**config.mk**
```make
export PLATFORM = sky130hd
export DESIGN_NAME = vga_param_ctrl
export DESIGN_NICKNAME = d
export VERILOG_FILES = /design/src/rtl/vga_param_ctrl.sv
export SDC_FILE = /design/constraint.sdc
export NUM_CORES = 1
export LEC_CHECK = 0
export ABC_AREA = 1
export BUFFER_PORTS_ARGS = -buffer_cell sky130_fd_sc_hd__buf_2
export CAP_MARGIN = 5
export CORE_AREA = 3 3 90 92
export CTS_CLUSTER_SIZE = 20
export DETAILED_ROUTE_END_ITERATION = 6
export DIE_AREA = 0 0 93 95
export GPL_ROUTABILITY_DRIVEN = 0
export MAX_ROUTING_LAYER = met4
export SYNTH_ARGS = -nofsm -noshare
export SYNTH_HDL_FRONTEND = slang
export SYNTH_SLANG_ARGS = --single-unit
```
**constraint.sdc**
```tcl
create_clock -name clk -period 1.8 [get_ports clk]
set_clock_uncertainty 0.15 [all_clocks]
set_input_delay 0.36 -clock clk [delete_from_list [all_inputs] [get_ports clk]]
set_output_delay 0.36 -clock clk [all_outputs]
set_load 0.05 [all_outputs]
```
**src/rtl/vga_param_ctrl.sv**
```systemverilog
// vga_param_ctrl: parameterised VGA timing generator with registered DAC outputs.
// Define VGA_PATTERN_EN to add swap-button selectable test patterns (bars, checkerboard, white).
module vga_param_ctrl #(
    parameter int H_ACTIVE = 640,
    parameter int H_FP     = 16,
    parameter int H_SYNC   = 96,
    parameter int H_BP     = 48,
    parameter int V_ACTIVE = 480,
    parameter int V_FP     = 10,
    parameter int V_SYNC   = 2,
    parameter int V_BP     = 33,
    parameter int CLK_DIV  = 2,
    parameter int COLOR_W  = 8
) (
    input  logic                 clk,
    input  logic                 reset,
    input  logic                 swap,
    input  logic [3*COLOR_W-1:0] pixel_in,
    output logic                 vga_hs,
    output logic                 vga_vs,
    output logic [COLOR_W-1:0]   red,
    output logic [COLOR_W-1:0]   green,
    output logic [COLOR_W-1:0]   blue,
    output logic                 vga_sync_n,
    output logic                 vga_blank_n,
    output logic                 vga_clk,
    output logic [10:0]          h_count,
    output logic [10:0]          v_count,
    output logic                 frame_start
);
    localparam int H_TOT = H_ACTIVE + H_FP + H_SYNC + H_BP;
    localparam int V_TOT = V_ACTIVE + V_FP + V_SYNC + V_BP;
    localparam int DW = $clog2(CLK_DIV);
    localparam logic [10:0] H_ACT     = 11'(H_ACTIVE);
    localparam logic [10:0] V_ACT     = 11'(V_ACTIVE);
    localparam logic [10:0] H_SYNC_LO = 11'(H_ACTIVE + H_FP);
    localparam logic [10:0] H_SYNC_HI = 11'(H_ACTIVE + H_FP + H_SYNC);
    localparam logic [10:0] V_SYNC_LO = 11'(V_ACTIVE + V_FP);
    localparam logic [10:0] V_SYNC_HI = 11'(V_ACTIVE + V_FP + V_SYNC);
    localparam logic [10:0] H_LAST    = 11'(H_TOT - 1);
    localparam logic [10:0] V_LAST    = 11'(V_TOT - 1);

    logic [DW-1:0]        div_q, div_d;
    logic [10:0]          h_q, h_d, v_q, v_d;
    logic                 hs_q, hs_d, vs_q, vs_d, blank_q, blank_d;
    logic [3*COLOR_W-1:0] rgb_q, rgb_d, colour;
    logic                 pix_en, active;

    always_comb begin
        pix_en      = div_q == DW'(CLK_DIV - 1);
        div_d       = pix_en ? '0 : div_q + 1'b1;
        h_d         = pix_en ? ((h_q == H_LAST) ? '0 : h_q + 11'd1) : h_q;
        v_d         = (pix_en && h_q == H_LAST) ? ((v_q == V_LAST) ? '0 : v_q + 11'd1) : v_q;
        frame_start = pix_en && h_q == '0 && v_q == '0;
        active      = h_q < H_ACT && v_q < V_ACT;
        hs_d        = pix_en ? !(h_q >= H_SYNC_LO && h_q < H_SYNC_HI) : hs_q;
        vs_d        = pix_en ? !(v_q >= V_SYNC_LO && v_q < V_SYNC_HI) : vs_q;
        blank_d     = pix_en ? active : blank_q;
        rgb_d       = pix_en ? (active ? colour : '0) : rgb_q;
    end

    always_ff @(posedge clk or negedge reset) begin
        if (!reset) begin
            div_q   <= '0;
            h_q     <= '0;
            v_q     <= '0;
            hs_q    <= 1'b1;
            vs_q    <= 1'b1;
            blank_q <= 1'b0;
            rgb_q   <= '0;
        end else begin
            div_q   <= div_d;
            h_q     <= h_d;
            v_q     <= v_d;
            hs_q    <= hs_d;
            vs_q    <= vs_d;
            blank_q <= blank_d;
            rgb_q   <= rgb_d;
        end
    end

`ifdef VGA_PATTERN_EN
    localparam logic [10:0] BAR_W = 11'(H_ACTIVE / 8);
    // Bar colours as {R,G,B} flags, index 0 (white) is the leftmost bar
    localparam logic [7:0][2:0] BAR_LUT = {3'b000, 3'b001, 3'b100, 3'b101,
                                           3'b010, 3'b011, 3'b110, 3'b111};
    logic       sync1_q, sync1_d, sync2_q, sync2_d, sync3_q, sync3_d, pending_q, pending_d;
    logic [1:0] mode_q, mode_d;
    logic [2:0] pat;

    always_comb begin
        sync1_d   = swap;
        sync2_d   = sync1_q;
        sync3_d   = sync2_q;
        pending_d = (sync3_q && !sync2_q) ? 1'b1 : (frame_start ? 1'b0 : pending_q);
        mode_d    = (frame_start && pending_q) ? mode_q + 2'd1 : mode_q;
        pat       = (mode_q == 2'd1) ? BAR_LUT[3'(h_q / BAR_W)] :
                    (mode_q == 2'd2) ? {3{h_q[5] ^ v_q[5]}} : 3'b111;
        colour    = (mode_q == 2'd0) ? pixel_in :
                    {{COLOR_W{pat[2]}}, {COLOR_W{pat[1]}}, {COLOR_W{pat[0]}}};
    end

    always_ff @(posedge clk or negedge reset) begin
        if (!reset) begin
            sync1_q   <= 1'b1;
            sync2_q   <= 1'b1;
            sync3_q   <= 1'b1;
            pending_q <= 1'b0;
            mode_q    <= 2'd0;
        end else begin
            sync1_q   <= sync1_d;
            sync2_q   <= sync2_d;
            sync3_q   <= sync3_d;
            pending_q <= pending_d;
            mode_q    <= mode_d;
        end
    end
`else
    logic unused_swap;
    assign unused_swap = swap;
    assign colour      = pixel_in;
`endif

    assign vga_hs      = hs_q;
    assign vga_vs      = vs_q;
    assign vga_blank_n = blank_q;
    assign vga_sync_n  = 1'b0;
    assign vga_clk     = div_q >= DW'(CLK_DIV / 2);
    assign red         = rgb_q[3*COLOR_W-1 -: COLOR_W];
    assign green       = rgb_q[2*COLOR_W-1 -: COLOR_W];
    assign blue        = rgb_q[COLOR_W-1:0];
    assign h_count     = h_q;
    assign v_count     = v_q;
endmodule

```
# Word-level counts from Yosys, hierarchy flattened

Index checks and enable logic that the tools add are counted.

Memories: 0
Input bits: 27
Bits in read-only memories: 0
Bits in writable memories: 0
Bits in registers: 50
Bits in latches: 0
Output and inout port bits: 52
Word-level logic and storage cells: 33

Reductions and logical operators: 10
Mux-type cells: 4
Bitwise operators: 0
Divide/modulo/power cells: 0
Multiply operators: 0
Magnitude comparators: 7
Shift operators: 0
Equal/unequal tests: 2
$add $sub $neg: 3

Operators with widths:

| kind                                                                           | count |
|---|---|
| 24-bit 2-to-1 mux                                                              | 1 |
| 11-bit by 1-bit adder with 11-bit output, second input constant                | 2 |
| 11-bit by 10-bit equality test with 1-bit output, second input constant        | 2 |
| 11-bit zero test                                                               | 2 |
| 11-bit by 10-bit less-than comparator with 1-bit output, second input constant | 2 |
| 11-bit by 9-bit less-than comparator with 1-bit output, second input constant  | 2 |
| 11-bit 2-to-1 mux                                                              | 2 |
| 11-bit by 10-bit >= comparator with 1-bit output, second input constant        | 1 |
| 11-bit by 9-bit >= comparator with 1-bit output, second input constant         | 1 |
| 1-bit logical AND                                                              | 6 |
| 1-bit zero test                                                                | 2 |
| 1-bit adder, second input constant                                             | 1 |
| 1-bit >= comparator, second input constant                                     | 1 |
| 1-bit 2-to-1 mux                                                               | 1 |

# Logic depth before layout (Yosys ltp)

Depth after elaboration: 3
Mapped depth: 8
Mapped depth without buffers: 8

# Worst setup path before layout

Ideal clock, no wire load.

Kind: register to output
From: register h_q[0], in the netlist h_count[0]
To: output frame_start
Arrival time: 1.781 ns
Buffers on the path: 0
Path slack: -0.491 ns
Stages on the path, launching flop included: 7
Cells stage by stage: dfrtp_1 -> inv_1 -> ha_1 -> nand2_1 -> nor3_1 -> nand3_1 -> nor2_1

Longest elaborated chain between the ends: 3

RTL lines:

| item                           | RTL line | source |
|---|---|---|
| start, declared                | 44       | `logic [10:0] h_q, h_d, v_q, v_d;` |
| start signal, assigned         | 65       | `h_q <= '0;` |
| start signal, assigned         | 73       | `h_q <= h_d;` |
| 11-bit zero test               | 54       | `frame_start = pix_en && h_q == '0 && v_q == '0;` |
| 1-bit logical AND (2 in a row) | 54       |  |
| end, declared                  | 29       | `output logic frame_start` |

No other way between the ends.

# Final worst setup path

From: register v_q[7], in the netlist v_count[7]
To: output frame_start

Longest elaborated chain between the ends: 2

RTL lines:

| item                   | RTL line | source |
|---|---|---|
| start, declared        | 44       |  |
| start signal, assigned | 74       | `v_q <= v_d;` |
| 11-bit zero test       | 54       |  |
| 1-bit logical AND      | 54       |  |

No other way between the ends.

==> run summary <==
area of the mapped netlist = 2560 um^2
Clock Pin Slew Worst Setup and Hold Paths = 0.09 ns
number of filler instances in the final layout = 754
Tmin final = 1.97 ns
endpoint required time on the critical path = 1.29 ns
deepest level of the CTS H-tree = 2
initial antenna violation count = 0
post-synthesis register bit count = 50
via density per instance = 4.56
core region area = 7290 um^2
Seq/Total Area, Yosys = 49.0%
endpoint kind of the worst setup timing path = output port
via count of the first global-routing pass = 2,278
die extent in y = 95 um
Mapped Nets = 344
maximum clock insertion buffer count = 2
RSZ-0062 raised after global routing = yes
top post-synthesis cells by area = sky130_fd_sc_hd__dfrtp_1, sky130_fd_sc_hd__nand2_1, sky130_fd_sc_hd__nand3_1
Initial Utilization = 35.1%
Highest Clock Rate = 0.507 GHz
CTS tree = built
crit path kind = register to output port
gr ovfl total = 0
ratio of final minimum period to clock period = 110%
number of distinct library cells after synthesis = 31
number of DRC markers in iteration 0 = 69
half-perimeter wire length after placement = 4.72 mm
average detailed-routed wire length per instance = 12.6 um
count of mapped cells out of synthesis = 313
Synth-to-Final Area Change = 33.5%
overall routed net length = 6.52 mm
global-route wire length before repair = 10.9 mm
cell with the most instances after synthesis = sky130_fd_sc_hd__nand2_1
compound-cell area share of the yosys netlist = 5.67%
max-cap violations = 0
number of enable flip-flop cells after synthesis = 0
DRC = 0
insertion delay to the later sink of the worst-skew pair = 0.30 ns
result of the run = finished, violations left
number of setup violations in the final report = 1
critical path fanouts, max = 2
Cell Pwr Density = 605 nW/um^2
violations in the final reports = setup timing
element type at the critical path start = register
Setup Total Neg Slack = -0.171 ns
mux share of post-synthesis cell area = 0%
Antenna diodes = 0
largest net degree at the start of global routing = 29
syn_area_per_cell = 8.18 um^2
overall global routing resource usage = 15.6%
parity-gate share of the synthesized area counting xor and xnor cells = 2.74%
Worst VDD drop = 0.000360 V
slack of the critical path = -0.171 ns
Die X-Extent = 93 um
Root Buffer = sky130_fd_sc_hd__clkbuf_8
remaining antenna violation count after routing = 0
floorplan die area = 8840 um^2
Pre-antenna DRT Iters = 4
number of cells on the worst reg-to-reg path = 9
Post-Synth Adder-Cell Area = 1.96%
share of synthesized cell area in and, or, nand and nor gates = 32.7%
num ports = 79
WP data arrival = 1.46 ns
Tightest Hold Check Type = primary input to register
Synth area leader = sky130_fd_sc_hd__dfrtp_1
number of buffers created by CTS = 5
proportion of register bits with asynchronous set or reset after synthesis = 100%
total of warnings raised by yosys = 0
top cells by count, synth = sky130_fd_sc_hd__nand2_1, sky130_fd_sc_hd__dfrtp_1, sky130_fd_sc_hd__nand3_1
portion of synthesized cell area occupied by the leading cell type = 46.9%
port bufs = 76
flip-flop and latch area = 1270 um^2
multi-input combinational cell area = 1150 um^2
layout cell share with drive strength beyond 1 = 37.6%
vias = 2,355
total leakage power = 1.76 nW
dominant combinational cell family by area after synthesis = simple AND/OR/NAND/NOR gates
TritonCTS Sinks = 50
Synth Flop Type = sky130_fd_sc_hd__dfrtp_1
standard-cell rows = 31
total count of max-transition violations in the final report = 0
number of stages on the worst hold path = 3
Final Hold Vio Count = 0
pre-CTS WS = -0.0130 ns
number of nets in the finished design = 448
==> timing repair <==
item                                   in CTS  in global routing
cloned                                      0                  3
endpoints found under the hold margin      48                  0
hold buffers                                1                  0
setup endpoints to repair                   1                 33
gates resized for setup                     7                  8
pin swaps                                   7                  2
setup buffers                               1                  2
==> cell families (layout without fill, tap and decap cells) <==
logic type                 Yosys count  in the layout
buffers and inverters               41            145
other                                1              1
AOI/OAI and AO/OA                   23             23
and+or+nand+nor                    186            187
DFF                                 50             50
adders and majority gates            4              4
xor gates and xnor gates             8              8
==> critical path, stage by stage, from the launching register on <==
cell and delay [ns]:
sky130_fd_sc_hd__dfrtp_2 0.41, sky130_fd_sc_hd__nor2_1 0.09, sky130_fd_sc_hd__nand3_1 0.13, sky130_fd_sc_hd__nor2_2 0.15, sky130_fd_sc_hd__nand3_1 0.12, sky130_fd_sc_hd__nor2_4 0.10, sky130_fd_sc_hd__buf_6 0.16
==> per-stage QoR <==
step	total power, mW	std cells	area, um^2	util, %	hold slack [ns]
6_report	2.07	517	3420	46.9	0.125
5_1_grt	2.15	517	3420	46.9	0.124
4_1_cts	2.10	512	3330	45.7	0.114
3_5_place_dp	1.40	502	3200	43.9	0.231
3_3_place_gp	1.40	502	3200	43.9	0.225
2_1_floorplan	1.31	313	2590	-	-0.0856
==> state kept, by name (all words and copies together), names as in the netlist <==
name         cells
div_q            1
h_count         11
rgb_q           24
v_count         11
vga_blank_n      1
vga_hs           1
vga_vs           1
==> per-layer routing <==
| metal | part of all wire [%] | track usage (%) | vias to the layer above |
|---|---|---|---|
| met1 | 48 | 21.0 | 1075 |
| li1 | - | - | 1200 |
| met3 | 5.1 | 3.11 | 6 |
| met2 | 46 | 24.5 | 74 |
| met5 | 0 | - | - |
| met4 | 0.89 | 3.66 | 0 |
==> report_power, final <==
part	total (mW)	internal, mW	switching (mW)
Combinational	0.213	0.0543	0.158
Clock	0.689	0.311	0.378
Sequential	1.16	1.15	0.0149
==> cell usage in the layout (no fill, tap or decap), drive strengths merged <==
master       netlist  routed
a21oi              6       6
a22o               1       1
a31oi              1       1
buf               13     107
clkbuf             0       8
clkinv             0       1
conb               1       1
dfrtp             48      48
dfstp              2       2
dlygate4sd3        0       1
ha                 4       4
inv               28      28
nand2            104     104
nand3             39      39
nand3b             1       1
nand4              5       5
nor2              30      31
nor3               5       5
nor4               2       2
o21ai             14      14
o21bai             1       1
xnor2              1       1
xor2               7       7
==> path summary, 6_finish.rpt <==
| check | from | endpoint | slack, ns |
|---|---|---|---|
| worst max-delay path | v_count[7]$_DFFE_PN0P_ | frame_start | -0.17 |
| worst min-delay path | pixel_in[8] | rgb_q[8]$_DFFE_PN0P_ | 0.12 |
| worst max register to register | h_count[0]$_DFFE_PN0P_ | v_count[6]$_DFFE_PN0P_ | 0.10 |
| worst min register to register | rgb_q[20]$_DFFE_PN0P_ | rgb_q[20]$_DFFE_PN0P_ | 0.34 |
| max in group asynchronous | reset | v_count[9]$_DFFE_PN0P_ | 0.75 |
| min in group asynchronous | reset | v_count[0]$_DFFE_PN0P_ | 0.43 |
==> layout make-up <==
type	count	share of cell area, %
clock buffers	7	2.53
clock inverters	1	0.146
inverters	28	3.08
multi-input cells	223	33.8
flip-flops and latches	50	37.1
well taps	99	3.63
repair buffers	109	19.8
No activity file was read; power rests on OpenSTA's default activity.
